<file path="src/rtl/calc_sequencer_pkg.sv">
// Shared encodings for the calculator operation sequencer: mode, unit-select
// and size codes, FSM state encoding and small decode helpers.
package calc_sequencer_pkg;

    localparam logic [2:0] MODE_FP    = 3'b000;
    localparam logic [2:0] MODE_ARITH = 3'b001;
    localparam logic [2:0] MODE_BIT   = 3'b010;
    localparam logic [2:0] MODE_LOGIC = 3'b011;
    localparam logic [2:0] MODE_FETCH = 3'b100;
    localparam logic [2:0] MODE_STORE = 3'b101;

    localparam logic [1:0] SEL_FP    = 2'd0;
    localparam logic [1:0] SEL_ARITH = 2'd1;
    localparam logic [1:0] SEL_BIT   = 2'd2;
    localparam logic [1:0] SEL_LOGIC = 2'd3;

    localparam logic [1:0] SIZE_1 = 2'd0;
    localparam logic [1:0] SIZE_2 = 2'd1;
    localparam logic [1:0] SIZE_4 = 2'd2;
    localparam logic [1:0] SIZE_8 = 2'd3;

    // Logic-unit op that takes a single operand
    localparam logic [2:0] OP_NOT = 3'b110;

    typedef enum logic [2:0] {
        StIdle,
        StSelOp,
        StSelSize,
        StLoadA,
        StLoadB,
        StIssue,
        StWait,
        StDone
    } state_e;

    function automatic logic is_illegal_mode(logic [2:0] mode);
        return mode[2] & mode[1];
    endfunction

    function automatic logic [1:0] unit_for_mode(logic [2:0] mode);
        case (mode)
            MODE_ARITH: return SEL_ARITH;
            MODE_BIT:   return SEL_BIT;
            MODE_LOGIC: return SEL_LOGIC;
            default:    return SEL_FP;
        endcase
    endfunction

    // Chunk count for a size code, clipped to the chunks that fit in one operand
    function automatic int unsigned chunks_for_size(logic [1:0] size, int unsigned max_chunks);
        int unsigned n;
        case (size)
            SIZE_1:  n = 1;
            SIZE_2:  n = 2;
            SIZE_4:  n = 4;
            SIZE_8:  n = 8;
            default: n = 1;
        endcase
        return (n > max_chunks) ? max_chunks : n;
    endfunction

endpackage

</file>
<file path="src/rtl/calc_sequencer_if.sv">
// Handshake bundle between the calculator sequencer and its environment
// (switch/confirm front end and the FP/arith/bit/logic units).
interface calc_sequencer_if #(
    parameter int unsigned DATA_W  = 64,
    parameter int unsigned CHUNK_W = 16
);
    logic               confirm;
    logic [CHUNK_W-1:0] switches;
    logic               unit_req;
    logic [1:0]         unit_sel;
    logic [2:0]         unit_op;
    logic [DATA_W-1:0]  opa;
    logic [DATA_W-1:0]  opb;
    logic               unit_done;
    logic [DATA_W-1:0]  unit_result;
    logic [DATA_W-1:0]  result;
    logic               result_valid;
    logic               sign;
    logic               busy;
    logic               err;

    // Sequencer side
    modport slave (
        input  confirm, switches, unit_done, unit_result,
        output unit_req, unit_sel, unit_op, opa, opb, result, result_valid, sign, busy, err
    );

    // Environment side
    modport master (
        output confirm, switches, unit_done, unit_result,
        input  unit_req, unit_sel, unit_op, opa, opb, result, result_valid, sign, busy, err
    );
endinterface

</file>
<file path="src/rtl/calc_sequencer_operand_assembler.sv">
// Builds one DATA_W operand from CHUNK_W switch chunks, LSB chunk first.
// Shared by LOAD_A and LOAD_B; clears itself after the last chunk so the
// next operand starts from zero.
module calc_sequencer_operand_assembler
    import calc_sequencer_pkg::*;
#(
    parameter int unsigned DATA_W  = 64,
    parameter int unsigned CHUNK_W = 16
) (
    input  logic               clk,
    input  logic               rst,
    input  logic               i_set_size,
    input  logic [1:0]         i_size,
    input  logic               i_wr,
    input  logic [CHUNK_W-1:0] i_chunk,
    output logic [DATA_W-1:0]  o_data_next,
    output logic               o_last
);
    localparam int unsigned NCHUNK = DATA_W / CHUNK_W;
    localparam int unsigned CNT_W  = (NCHUNK > 1) ? $clog2(NCHUNK) : 1;
    localparam int unsigned TGT_W  = $clog2(NCHUNK + 1);

    logic [CNT_W-1:0]  r_cnt;
    logic [TGT_W-1:0]  r_target;
    logic [DATA_W-1:0] r_data;
    logic [DATA_W-1:0] w_chunk_shifted;

    // Place the incoming chunk at its slot; value includes the chunk being written
    always_comb begin
        w_chunk_shifted = DATA_W'(i_chunk) << (CHUNK_W * r_cnt);
        o_data_next     = r_data | w_chunk_shifted;
        o_last          = (TGT_W'(r_cnt) + TGT_W'(1)) == r_target;
    end

    // Chunk counter, target count and partial operand
    always_ff @(posedge clk or negedge rst) begin
        if (!rst) begin
            r_cnt    <= '0;
            r_target <= TGT_W'(1);
            r_data   <= '0;
        end else if (i_set_size) begin
            r_cnt    <= '0;
            r_target <= TGT_W'(chunks_for_size(i_size, NCHUNK));
            r_data   <= '0;
        end else if (i_wr) begin
            if (o_last) begin
                r_cnt  <= '0;
                r_data <= '0;
            end else begin
                r_cnt  <= r_cnt + CNT_W'(1);
                r_data <= o_data_next;
            end
        end
    end
endmodule

</file>
<file path="src/rtl/calc_sequencer.sv">
// Calculator operation sequencer: collects mode/op/size/operands from the
// switches on confirm pulses, dispatches to a unit over req/done, and keeps
// results in a small register file for store/fetch.
// Optional WAIT watchdog: define SEQ_TIMEOUT_EN.
module calc_sequencer
    import calc_sequencer_pkg::*;
#(
    parameter int unsigned DATA_W      = 64,
    parameter int unsigned CHUNK_W     = 16,
    parameter int unsigned NUM_REGS    = 4,
    parameter int unsigned TIMEOUT_CYC = 1024
) (
    input logic            clk,
    input logic            rst,
    calc_sequencer_if.slave bus
);
    localparam int unsigned IDX_W = $clog2(NUM_REGS);

    if ((DATA_W % CHUNK_W) != 0 || CHUNK_W < 3 || NUM_REGS < 2 || NUM_REGS > 8 ||
        (NUM_REGS & (NUM_REGS - 1)) != 0 || TIMEOUT_CYC < 2) begin : g_bad_params
        $error("calc_sequencer: illegal parameter combination");
    end

    state_e            r_state;
    logic [2:0]        r_mode;
    logic [2:0]        r_op;
    logic [DATA_W-1:0] r_opa;
    logic [DATA_W-1:0] r_opb;
    logic [DATA_W-1:0] r_regs [NUM_REGS];
    logic [DATA_W-1:0] r_result;
    logic              r_result_valid;
    logic              r_err;
    logic              r_unit_req;
    logic [1:0]        r_unit_sel;
    logic [2:0]        r_unit_op;

    logic [IDX_W-1:0]  w_idx;
    logic              w_skip_b;
    logic              w_asm_set;
    logic              w_asm_wr;
    logic              w_asm_last;
    logic [DATA_W-1:0] w_asm_data;

`ifdef SEQ_TIMEOUT_EN
    localparam int unsigned WAIT_W = $clog2(TIMEOUT_CYC);
    logic [WAIT_W-1:0] r_wait_cnt;
`endif

    // Decode helpers for the current operation
    always_comb begin
        w_idx     = r_op[IDX_W-1:0];
        w_skip_b  = (r_mode == MODE_LOGIC) && (r_op == OP_NOT);
        w_asm_set = bus.confirm && (r_state == StSelSize);
        w_asm_wr  = bus.confirm && ((r_state == StLoadA) || (r_state == StLoadB));
    end

    calc_sequencer_operand_assembler #(
        .DATA_W (DATA_W),
        .CHUNK_W(CHUNK_W)
    ) u_assembler (
        .clk        (clk),
        .rst        (rst),
        .i_set_size (w_asm_set),
        .i_size     (bus.switches[1:0]),
        .i_wr       (w_asm_wr),
        .i_chunk    (bus.switches),
        .o_data_next(w_asm_data),
        .o_last     (w_asm_last)
    );

    // Sequencer FSM with registered outputs and inline register file
    always_ff @(posedge clk or negedge rst) begin
        if (!rst) begin
            r_state        <= StIdle;
            r_mode         <= '0;
            r_op           <= '0;
            r_opa          <= '0;
            r_opb          <= '0;
            r_result       <= '0;
            r_result_valid <= 1'b0;
            r_err          <= 1'b0;
            r_unit_req     <= 1'b0;
            r_unit_sel     <= '0;
            r_unit_op      <= '0;
            for (int i = 0; i < NUM_REGS; i++) r_regs[i] <= '0;
`ifdef SEQ_TIMEOUT_EN
            r_wait_cnt     <= '0;
`endif
        end else begin
            r_result_valid <= 1'b0;
            r_err          <= 1'b0;
            unique case (r_state)
                StIdle: begin
                    if (bus.confirm) begin
                        if (is_illegal_mode(bus.switches[2:0])) begin
                            r_err <= 1'b1;
                        end else begin
                            r_mode  <= bus.switches[2:0];
                            r_opa   <= '0;
                            r_opb   <= '0;
                            r_state <= StSelOp;
                        end
                    end
                end
                StSelOp: begin
                    if (bus.confirm) begin
                        r_op    <= bus.switches[2:0];
                        r_state <= StSelSize;
                    end
                end
                StSelSize: begin
                    if (bus.confirm) begin
                        if (r_mode == MODE_FETCH) begin
                            r_result       <= r_regs[w_idx];
                            r_result_valid <= 1'b1;
                            r_state        <= StDone;
                        end else begin
                            r_state <= StLoadA;
                        end
                    end
                end
                StLoadA: begin
                    if (bus.confirm && w_asm_last) begin
                        r_opa <= w_asm_data;
                        if (r_mode == MODE_STORE) begin
                            r_regs[w_idx]  <= w_asm_data;
                            r_result       <= w_asm_data;
                            r_result_valid <= 1'b1;
                            r_state        <= StDone;
                        end else if (w_skip_b) begin
                            r_state <= StIssue;
                        end else begin
                            r_state <= StLoadB;
                        end
                    end
                end
                StLoadB: begin
                    if (bus.confirm && w_asm_last) begin
                        r_opb   <= w_asm_data;
                        r_state <= StIssue;
                    end
                end
                StIssue: begin
                    r_unit_req <= 1'b1;
                    r_unit_sel <= unit_for_mode(r_mode);
                    r_unit_op  <= r_op;
                    r_state    <= StWait;
`ifdef SEQ_TIMEOUT_EN
                    r_wait_cnt <= '0;
`endif
                end
                StWait: begin
                    // A done pulse takes priority over any confirm in the same cycle
                    if (bus.unit_done) begin
                        r_result       <= bus.unit_result;
                        r_result_valid <= 1'b1;
                        r_unit_req     <= 1'b0;
                        r_state        <= StDone;
                    end
`ifdef SEQ_TIMEOUT_EN
                    else if (r_wait_cnt == WAIT_W'(TIMEOUT_CYC - 1)) begin
                        r_err      <= 1'b1;
                        r_unit_req <= 1'b0;
                        r_state    <= StIdle;
                    end else begin
                        r_wait_cnt <= r_wait_cnt + WAIT_W'(1);
                    end
`endif
                end
                StDone: begin
                    r_state <= StIdle;
                end
                default: begin
                    r_state <= StIdle;
                end
            endcase
        end
    end

    assign bus.unit_req     = r_unit_req;
    assign bus.unit_sel     = r_unit_sel;
    assign bus.unit_op      = r_unit_op;
    assign bus.opa          = r_opa;
    assign bus.opb          = r_opb;
    assign bus.result       = r_result;
    assign bus.result_valid = r_result_valid;
    assign bus.sign         = r_result[DATA_W-1];
    assign bus.busy         = (r_state != StIdle);
    assign bus.err          = r_err;
endmodule

</file>
<file path="src/flat_wrapper.sv">
// flat-port wrapper written by rule: the top's interface ports become plain ports
module calc_sequencer_flat import calc_sequencer_pkg::*;
#(
    parameter int unsigned DATA_W      = 64,
    parameter int unsigned CHUNK_W     = 16,
    parameter int unsigned NUM_REGS    = 4,
    parameter int unsigned TIMEOUT_CYC = 1024
)
  (clk, rst, bus_confirm, bus_switches, bus_unit_done, bus_unit_result, bus_unit_req, bus_unit_sel, bus_unit_op, bus_opa, bus_opb, bus_result, bus_result_valid, bus_sign, bus_busy, bus_err);
  calc_sequencer_if #(.DATA_W(DATA_W), .CHUNK_W(CHUNK_W)) bus_i ();
  input logic clk;
  input logic rst;
  input wire logic [$bits(bus_i.confirm)-1:0] bus_confirm;
  input wire logic [$bits(bus_i.switches)-1:0] bus_switches;
  input wire logic [$bits(bus_i.unit_done)-1:0] bus_unit_done;
  input wire logic [$bits(bus_i.unit_result)-1:0] bus_unit_result;
  output wire logic [$bits(bus_i.unit_req)-1:0] bus_unit_req;
  output wire logic [$bits(bus_i.unit_sel)-1:0] bus_unit_sel;
  output wire logic [$bits(bus_i.unit_op)-1:0] bus_unit_op;
  output wire logic [$bits(bus_i.opa)-1:0] bus_opa;
  output wire logic [$bits(bus_i.opb)-1:0] bus_opb;
  output wire logic [$bits(bus_i.result)-1:0] bus_result;
  output wire logic [$bits(bus_i.result_valid)-1:0] bus_result_valid;
  output wire logic [$bits(bus_i.sign)-1:0] bus_sign;
  output wire logic [$bits(bus_i.busy)-1:0] bus_busy;
  output wire logic [$bits(bus_i.err)-1:0] bus_err;
  assign bus_i.confirm = bus_confirm;
  assign bus_i.switches = bus_switches;
  assign bus_i.unit_done = bus_unit_done;
  assign bus_i.unit_result = bus_unit_result;
  assign bus_unit_req = bus_i.unit_req;
  assign bus_unit_sel = bus_i.unit_sel;
  assign bus_unit_op = bus_i.unit_op;
  assign bus_opa = bus_i.opa;
  assign bus_opb = bus_i.opb;
  assign bus_result = bus_i.result;
  assign bus_result_valid = bus_i.result_valid;
  assign bus_sign = bus_i.sign;
  assign bus_busy = bus_i.busy;
  assign bus_err = bus_i.err;
  calc_sequencer #(.DATA_W(DATA_W), .CHUNK_W(CHUNK_W), .NUM_REGS(NUM_REGS), .TIMEOUT_CYC(TIMEOUT_CYC)) u_core (.clk(clk), .rst(rst), .bus(bus_i));
endmodule
</file>
<file path="config.mk">
export PLATFORM = sky130hd
export DESIGN_NAME = calc_sequencer_flat
export DESIGN_NICKNAME = d
export VERILOG_FILES = /design/src/rtl/calc_sequencer_pkg.sv /design/src/rtl/calc_sequencer_if.sv /design/src/rtl/calc_sequencer_operand_assembler.sv /design/src/rtl/calc_sequencer.sv /design/src/flat_wrapper.sv
export SDC_FILE = /design/constraint.sdc
export NUM_CORES = 1
export LEC_CHECK = 0
export ABC_AREA = 0
export BUFFER_PORTS_ARGS = -buffer_cell sky130_fd_sc_hd__buf_2
export CAP_MARGIN = 40
export CORE_ASPECT_RATIO = 1.4
export CORE_MARGIN = 2
export CORE_UTILIZATION = 30
export DETAILED_ROUTE_END_ITERATION = 7
export SETUP_SLACK_MARGIN = 0.15
export SYNTH_ARGS = -nofsm -noshare
export SYNTH_HDL_FRONTEND = slang
export SYNTH_SLANG_ARGS = --single-unit
</file>
<file path="constraint.sdc">
create_clock -name clk -period 3.25 [get_ports clk]
set_input_delay 0.65 -clock clk [delete_from_list [all_inputs] [get_ports clk]]
set_output_delay 0.65 -clock clk [all_outputs]
set_load 0.02 [all_outputs]
</file>
; ---- Word-level counts from Yosys, hierarchy flattened
; Index checks and enable logic that the tools add are counted.
[totals]
in_bits = 84
register_bits = 534
out_inout_bits = 202
wordCells = 125
[classes]
n_bitwise = 4
mux = 49
n_reduce_logical = 22
eq_ne = 26
n_addsub = 2
shifts = 1
magnitude_cmp = 3
[op_table]
columns = op, count
row1 = 64-bit 2-to-1 mux, 14
row2 = 256-bit bitwise mux, 1
row3 = 64-bit case mux with 2 select lines, 2
row4 = 64-bit case mux with 3 select lines, 1
row5 = 64-bit binary-select mux with 2-bit select, 1
row6 = 64-bit demux with 2-bit select, 1
row7 = 32-bit case mux with 4 select lines, 1
row8 = 64-bit OR, 1
row9 = 16-bit by 6-bit << shifter with 64-bit output, 1
row10 = 32-bit by 3-bit greater-than comparator with 1-bit output (second input constant), 1
row11 = 32-bit 2-to-1 mux, 1
row12 = 3-bit 2-to-1 mux, 10
row13 = 3-bit case mux with 8 select lines, 1
row14 = 3-bit == test (second input constant), 7
row15 = 2-bit inequality test (second input constant), 9
row16 = 3-bit by 2-bit == test with 1-bit output (second input constant), 4
row17 = 1-bit 2-to-1 mux, 10
row18 = 4-bit AND reduction, 2
row19 = 2-bit nonzero test, 4
row20 = 7-bit AND reduction, 1
row21 = 3-bit by 1-bit == test with 1-bit output (second input constant), 2
row22 = 2-bit 2-to-1 mux, 3
row23 = 2-bit case mux with 3 select lines, 1
row24 = 3-bit AND reduction, 2
row25 = other kinds (19), 26

; ---- Longest topological paths before layout
; Gate-level depths: netlist of run 1.
[depth]
depth_word = 7
ltp_mapped = 8
ltp_nobuf = 5

; ---- Cells and area by module
; A second synthesis of run 1 with hierarchy kept.
[hier_totals]
hier_cells = 1880
area_unflattened_um2 = 23637.7
[modules_own_cells]
columns = mod, cells_per_inst, seq_area_each_um2, area_each_um2, instances
row1 = calc_sequencer, 1554, 11636.2, 20434.6, 1
row2 = calc_sequencer_operand_assembler, 326, 1727.9, 3203.1, 1

; ---- Least setup slack after synthesis of run 1
; Ideal clock, no wire load.
[synth_path]
path_type = register -> register
from = reg u_core.u_assembler.r_cnt[0]
to = reg u_core.r_regs[131] (netlist name)
period_less_slack_ns = 2.740
required_time_ns = 3.125
t_arrival_ns = 2.614
path_stages_with_launch = 8
setup_time_ns = 0.125
n_path_buf = 2
setup_slack_ns = 0.510
cell_sequence = dfrtp_1 ha_1 xor2_1 or4_1 buf_6 nor4_4 buf_6 mux2_4
[synth_between]
elab_chain_cells = 4
elab_cells_between_ends = 7
cone_classes = 1 x add/sub / 1 x eq/ne / 1 x shift / 1 x mux / 1 x bitwise / 2 x reduce/logical
[synth_lines]
columns = item, line_no
row1 = start: declaration, calc_sequencer_operand_assembler.sv:23  ; logic [CNT_W-1:0] r_cnt;
row2 = start signal: assignment, calc_sequencer_operand_assembler.sv:50  ; r_cnt <= r_cnt + CNT_W'(1);
row3 = 2-bit by 1-bit adder with 3-bit output, calc_sequencer_operand_assembler.sv:32  ; o_last = (TGT_W'(r_cnt) + TGT_W'(1)) == r_target;
row4 = 3-bit == test, calc_sequencer_operand_assembler.sv:32
row5 = 1-bit logical AND, calc_sequencer.sv:123  ; if (bus.confirm && w_asm_last) begin
row6 = 3-bit AND reduction (no source line), -
row7 = end signal: indexed assignment, calc_sequencer.sv:126  ; r_regs[w_idx] <= w_asm_data;
row8 = end: declaration, calc_sequencer.sv:29  ; logic [DATA_W-1:0] r_regs [NUM_REGS];
; Several ways; a longest one is shown, not always the timed one.
; A chain may end at the register's enable or synchronous reset.

; ---- Worst setup path in the final report of run 1
[layout_path]
from = reg u_core.u_assembler.r_cnt[0]
to = reg u_core.r_regs[104] (netlist name)
; Same word-level chain as after synthesis.

==> metrics.yaml, run 1 <==
grt:
  grt_use_total: 0.200
  antenna_found_initial: 12
  grt_pass1_vias: 20321
  grt_pass1_wl_um: 138000
  grt_max_degree: 82
  grt_overflow: 0
timing:
  rsz0062_at_grt: "false"
  fin_worst_skew_ns: 0.0380
  layout_setup_ws_ns: 0.381
  hold_viol: 0
  setup_viol: 0
  worst_pin_slew_ns: 0.709
  report.final.slew_viol_count: 0
  fin_crit_ns: 2.87
  fmax_mhz: 349
  fin_tns_setup_ns: 0
  slew_headroom: 0.527
  finalCritPeriodShare: 0.883
routing:
  drc_errors: 0
  final_antenna_net_count: 0
  detail_route.iter0.violations: 1404
  wl_um: 93200
  post_drt_wl_per_cell_um: 25.2
  drtPass1Iterations: 6
  via_count: 19880
  detail_route.vias_per_cell: 5.38
yosys:
  synth-edff-count: 0
  yosysSeqAreaShare: 0.502
  synth_compound_area_frac: 0.175
  synthCells: 2257
  avgSynthCellArea_um2: 11.8
  syn_area_um2: 26600
  synth-seq-cells: 534
  yosys.area_share.adder: 0.000470
  synth_top_area_frac: 0.501
  synth_area_leaders: "dfrtp_1 50%, mux2i_1 9.0%, mux2_2 7.2%"
  ys_types: 59
  synth.net_count: 2342
  synth_xor_area_frac: 0.00197
  synth_largest_area_cell: "dfrtp_1"
  synth-simple-area-share: 0.0556
  synth_top_family_by_area: "multiplexers"
  async_flop_share: 1.00
  yosys_warnings: 0
  synth.area.mux_share: 0.222
  synth_flop_cell: "dfrtp_1"
power:
  p_leak_nw: 15.3
  cellPowerDensity_nw_per_um2: 906
  vdd_ir_drop_max_mv: 0.487
  p_total_mw: 28.7
worst_setup_path:
  endpoint_kind: "flop"
  start_kind: "flop"
  required_ns: 3.77
  arrival_ns: 3.39
  critical_path_class: "reg -> reg"
  crit_fanout: 12
clocking:
  insertion_delay_ns: 0.65
  cts.repair.resized: 0
  clk_pin_slew_ns: 0.06
  cts_made_buffers: 54
  root_buffer: "clkbuf_16"
  htreeDepth: 2
  cts_max_path_buffers: 3
  post-cts-setup-buffers: 0
  cts_hold_buf: 0
  cts_sinks: 534
  cts_tree: "yes"
outcome:
  status: "complete, no violations"
die:
  core_area_um2: 88100
  start_util: 0.302
  dieArea_um2: 91300
  die_w_um: 256
  ios: 286
  row_count: 129
  die_y_um: 357
worst_hold_path:
  hold_class: "in -> async"
place:
  place_ws_ns: 0.367
  dpl_cell_area_um2: 29700
  gp_congestion: 0.802
  port-buffer-count: 285
  dp_hpwl_um: 62000
cells_and_area:
  nNetsFinal: 2558
  layout_commonest_cell: "dfrtp_1"
  post-route-util: 0.359
  syn_to_final_growth_pct: 18.8
  drive_gt1_frac: 0.304
  final_cell_mix: "529 x dfrtp_1, 285 x buf_2, 240 x mux2i_1"
  design_area_um2: 31700
run:
  maxCapViolations: 0
[worst max-delay path, cell delays in order (launching register included)]
cell,delay (ns)
dfrtp_1,0.41
ha_1,0.36
xor2_1,0.17
or4_4,0.61
nor4b_2,0.44
buf_4,0.20
buf_4,0.22
mux2_2,0.36
[state kept, by name, summed over array words and instances, names as in the netlist, 64 cells and up]
name	count
u_core.u_assembler.r_data	64
u_core.bus.result	64
u_core.bus.opa	64
u_core.bus.opb	64
u_core.r_regs	256
[through the flow]
| step | hold slack [ns] | cells |
|---|---|---|
| floorplan | 0.354 | 2257 |
| global placement | 0.462 | 3592 |
| detailed placement | 0.474 | 3596 |
| CTS | 0.00132 | 3697 |
| global route | 0.0329 | 3698 |
| finish | 0.0110 | 3698 |
[layer usage]
layer / wire length, µm / global-route usage / part of all wire / up-vias
li1: - / - / - / 8790
met1: 38800 / 0.249 / 0.42 / 10268
met2: 44400 / 0.333 / 0.48 / 620
met3: 5520 / 0.0402 / 0.059 / 184
met4: 4330 / 0.0932 / 0.046 / 18
met5: 93 / 0 / 0.0010 / -
[path summary, 6_finish.rpt]
path / startpoint / endpoint / slack (ns) / cells past startpoint
worst min-delay path: rst / u_core.bus.result[28] / 0.01 / 1
min in group clk: bus_unit_result[34] / u_core.bus.result[34] / 0.41 / 4
worst min register to register: u_core.bus.unit_sel[0] / u_core.bus.unit_sel[0] / 0.49 / 2
worst max register to register: u_core.u_assembler.r_cnt[0] / u_core.r_regs[104] / 0.38 / 7
worst max-delay path: u_core.u_assembler.r_cnt[0] / u_core.r_regs[104] / 0.38 / 7
max in group asynchronous: rst / u_core.r_regs[209] / 2.35 / 3
[power by group]
group / internal, mW / switching [mW] / total, mW / leakage, nW
Sequential: 8.10 / 1.18 / 9.28 / 7.22
Clock: 3.96 / 2.87 / 6.82 / 0.936
Combinational: 4.65 / 7.92 / 12.6 / 7.11
Total: 16.7 / 12.0 / 28.7 / 15.3
[logic make-up after synthesis]
kind of cell / Yosys count
xor+xnor: 6
compound gates: 591
buf+inv: 268
mux: 519
flops: 534
simple gates: 338
fa+ha+maj: 1
[cell type report]
type                    count  area, µm²
fillers                  8837      56500
flip-flops and latches    534      13400
multi-input cells        1455      12300
repair buffers            373       2440
clock buffers              73       1530
well taps                1179       1480
clock inverters            28        384
inverters                  55        206
diodes                      1       2.50
[Yosys cell counts (16+ instances only)]
cell	count
nor2_1	214
nand2_1	69
o41ai_1	65
buf_1	17
a31oi_1	17
buf_2	26
nor2b_1	23
mux2i_1	240
a211o_1	46
inv_1	55
clkbuf_1	150
mux2_4	100
a21oi_1	67
mux2_2	170
a222oi_1	16
a21boi_0	47
a21o_1	60
dfrtp_1	533
a221o_1	64
a22oi_1	47
o211ai_1	66
a22o_1	65
No activity file was read; power rests on OpenSTA's default activity.
==> inputs of run 2 (changes only) <==
--- a/config.mk
+++ b/config.mk
@@ -6,7 +6,7 @@
 export NUM_CORES = 1
 export LEC_CHECK = 0
 export ABC_AREA = 0
-export BUFFER_PORTS_ARGS = -buffer_cell sky130_fd_sc_hd__buf_2
+export BUFFER_PORTS_ARGS = -buffer_cell sky130_fd_sc_hd__buf_4
 export CAP_MARGIN = 40
 export CORE_ASPECT_RATIO = 1.4
 export CORE_MARGIN = 2
==> metrics.yaml, run 2 (synthesis results as in run 1) <==
worst_setup_path:
  worstPathCellList: "ha_1 > xor2_1 > or4_4 > buf_4 > a211o_4 > buf_16 > a22o_1"
  arrival_ns: 3.52
  rr_startpoint: "u_core.u_assembler.r_cnt[0]"
  r2r_slack_ns: 0.23
  required_ns: 3.75
  ff2ff_path_depth: 7
  crit_path_max_incr_delay_ns: 0.57
  start_kind: "flop"
  endpoint_kind: "flop"
  crit_fanout: 48
  critical_path.slowest_cell: "or4_4"
  reg2reg_to: "u_core.bus.opa[6]"
  critical_path_class: "reg -> reg"
die:
  die_y_um: 357
  row_count: 129
  die_w_um: 256
  ios: 286
  core_area_um2: 88100
  start_util: 0.302
  dieArea_um2: 91300
power:
  clock_power_share: 0.224
  cellInternalPower_mw: 16.8
  p_total_mw: 28.7
  cellPowerDensity_nw_per_um2: 892
  pwr-share-comb: 0.451
  power.switching_mw: 11.9
  p_leak_nw: 15.3
  vdd_ir_drop_max_mv: 0.511
  sw_frac_of_total: 0.414
  seqPwrFrac: 0.325
grt:
  antenna_found_initial: 13
  grt_max_degree: 88
  grt_pass1_wl_um: 138000
  grt_overflow: 0
  grt_use_total: 0.199
  grt_pass1_vias: 20508
cells_and_area:
  nNetsFinal: 2543
  top_register: "u_core.r_regs"
  syn_to_final_growth_pct: 20.8
  final_cell_mix: "528 x dfrtp_1, 328 x buf_4, 240 x mux2i_1"
  drive_gt1_frac: 0.298
  largest_reg_flops: 256
  fillers: 8783
  layout_commonest_cell: "dfrtp_1"
  design_area_um2: 32200
timing:
  rsz0062_at_grt: "false"
  report.final.slew_viol_count: 0
  fin_crit_ns: 3.02
  fin_worst_skew_ns: 0.0289
  hold_viol: 0
  finalCritPeriodShare: 0.930
  fin_tns_setup_ns: 0
  fmax_mhz: 331
  setup_viol: 0
  worst_pin_slew_ns: 0.837
  slew_headroom: 0.442
place:
  dpl_cell_area_um2: 30400
  gp_congestion: 0.810
  dp_hpwl_um: 59900
  port-buffer-count: 285
routing:
  via_count: 19727
  post_drt_wl_per_cell_um: 25.1
  drtPass1Iterations: 7
  final_antenna_net_count: 0
  drc_errors: 0
  detail_route.iter0.violations: 1446
  wl_um: 92400
  detail_route.vias_per_cell: 5.35
clocking:
  htreeDepth: 2
  cts_sinks: 534
  clk_pin_slew_ns: 0.06
  cts_made_buffers: 54
  root_buffer: "clkbuf_16"
  cts_tree: "yes"
  post-cts-setup-buffers: 0
  insertion_delay_ns: 0.63
  cts_max_path_buffers: 3
run:
  maxCapViolations: 0
worst_hold_path:
  hold_depth: 2
  hold_start: "bus_switches[0]"
  hold_end: "u_core.u_assembler.r_target[0]"
  hold_class: "in -> reg"
outcome:
  status: "complete, no violations"
-- run 2: cell count changes in the layout (fill, tap and decap cells not counted), sizes merged --
cell	previous run	this run
buf	373	357
bufinv	8	2
clkbuf	73	82
clkinv	16	14
clkinvlp	4	1
diode	1	7
dlygate4sd3	0	1
-- run 2: worst max-delay path by stage --
stage	start	end	slack (ns)	cells after the start
3_5_place_dp	u_core.u_assembler.r_cnt[0]	u_core.bus.opa[3]	0.23	7
4_1_cts	u_core.u_assembler.r_cnt[0]	u_core.bus.opa[6]	0.21	7
2_1_floorplan	u_core.u_assembler.r_cnt[0]	u_core.r_regs[131]	0.51	7
6_report	u_core.u_assembler.r_cnt[0]	u_core.bus.opa[6]	0.23	7
5_1_grt	u_core.u_assembler.r_cnt[0]	u_core.bus.result[32]	0.17	7
3_3_place_gp	u_core.u_assembler.r_cnt[0]	u_core.bus.opa[6]	0.23	6
-- run 2: critical path, delay by kind of cell, from the launching register on --
family | cells | cell delay [ns]
AND/OR/NAND/NOR | 1 | 0.57
flip-flops | 1 | 0.42
XOR/XNOR | 1 | 0.17
AO/OA/AOI/OAI | 2 | 0.79
adder cells (fa/ha/maj) | 1 | 0.35
buffers and inverters | 2 | 0.54
-- run 2: repair_timing --
action | 4_1_cts | 5_1_grt
endpoints found under the hold margin | 3 | 0
hold buffers | 1 | 0
gates resized for setup | 0 | 0
-- run 2: per-stage QoR --
stage / std cells / hold slack [ns] / util / setup slack [ns]
after global routing: 3684 / 0.406 / 0.365 / 0.169
after floorplan: 2257 / 0.354 / - / 0.510
after global placement: 3578 / 0.467 / 0.344 / 0.235
after detailed placement: 3580 / 0.476 / 0.345 / 0.234
final: 3687 / 0.417 / 0.365 / 0.227
after CTS: 3680 / 0.380 / 0.365 / 0.208
-- run 2: layout make-up --
| cell class | count | area [µm²] | area share |
|---|---|---|---|
| Sequential cell | 534 | 13400 | 0.416 |
| Multi-Input combinational cell | 1455 | 12300 | 0.381 |
| Timing Repair Buffer | 358 | 3060 | 0.0951 |
| Clock buffer | 82 | 1640 | 0.0509 |
| Tap cell | 1179 | 1480 | 0.0458 |
| Inverter | 55 | 206 | 0.00641 |
| Clock inverter | 17 | 160 | 0.00497 |
| Antenna cell | 7 | 17.5 | 0.000544 |
-- run 2: metal layers --
layer / vias to the layer above / GRT usage / share of wire
met1: 10130 / 0.251 / 0.42
li1: 8767 / - / -
met4: 14 / 0.0999 / 0.050
met2: 631 / 0.326 / 0.47
met5: - / 0 / 0.00096
met3: 185 / 0.0381 / 0.057
-- run 2: power by group through the flow --
stage / registers, mW / clock network (mW) / logic [mW]
detailed placement: 9.42 / 0 / 13.0
global placement: 9.42 / 0 / 12.8
global route: 9.51 / 6.79 / 13.9
CTS: 9.34 / 6.58 / 13.0
finish: 9.34 / 6.44 / 12.9
floorplan: 9.95 / 0 / 7.22
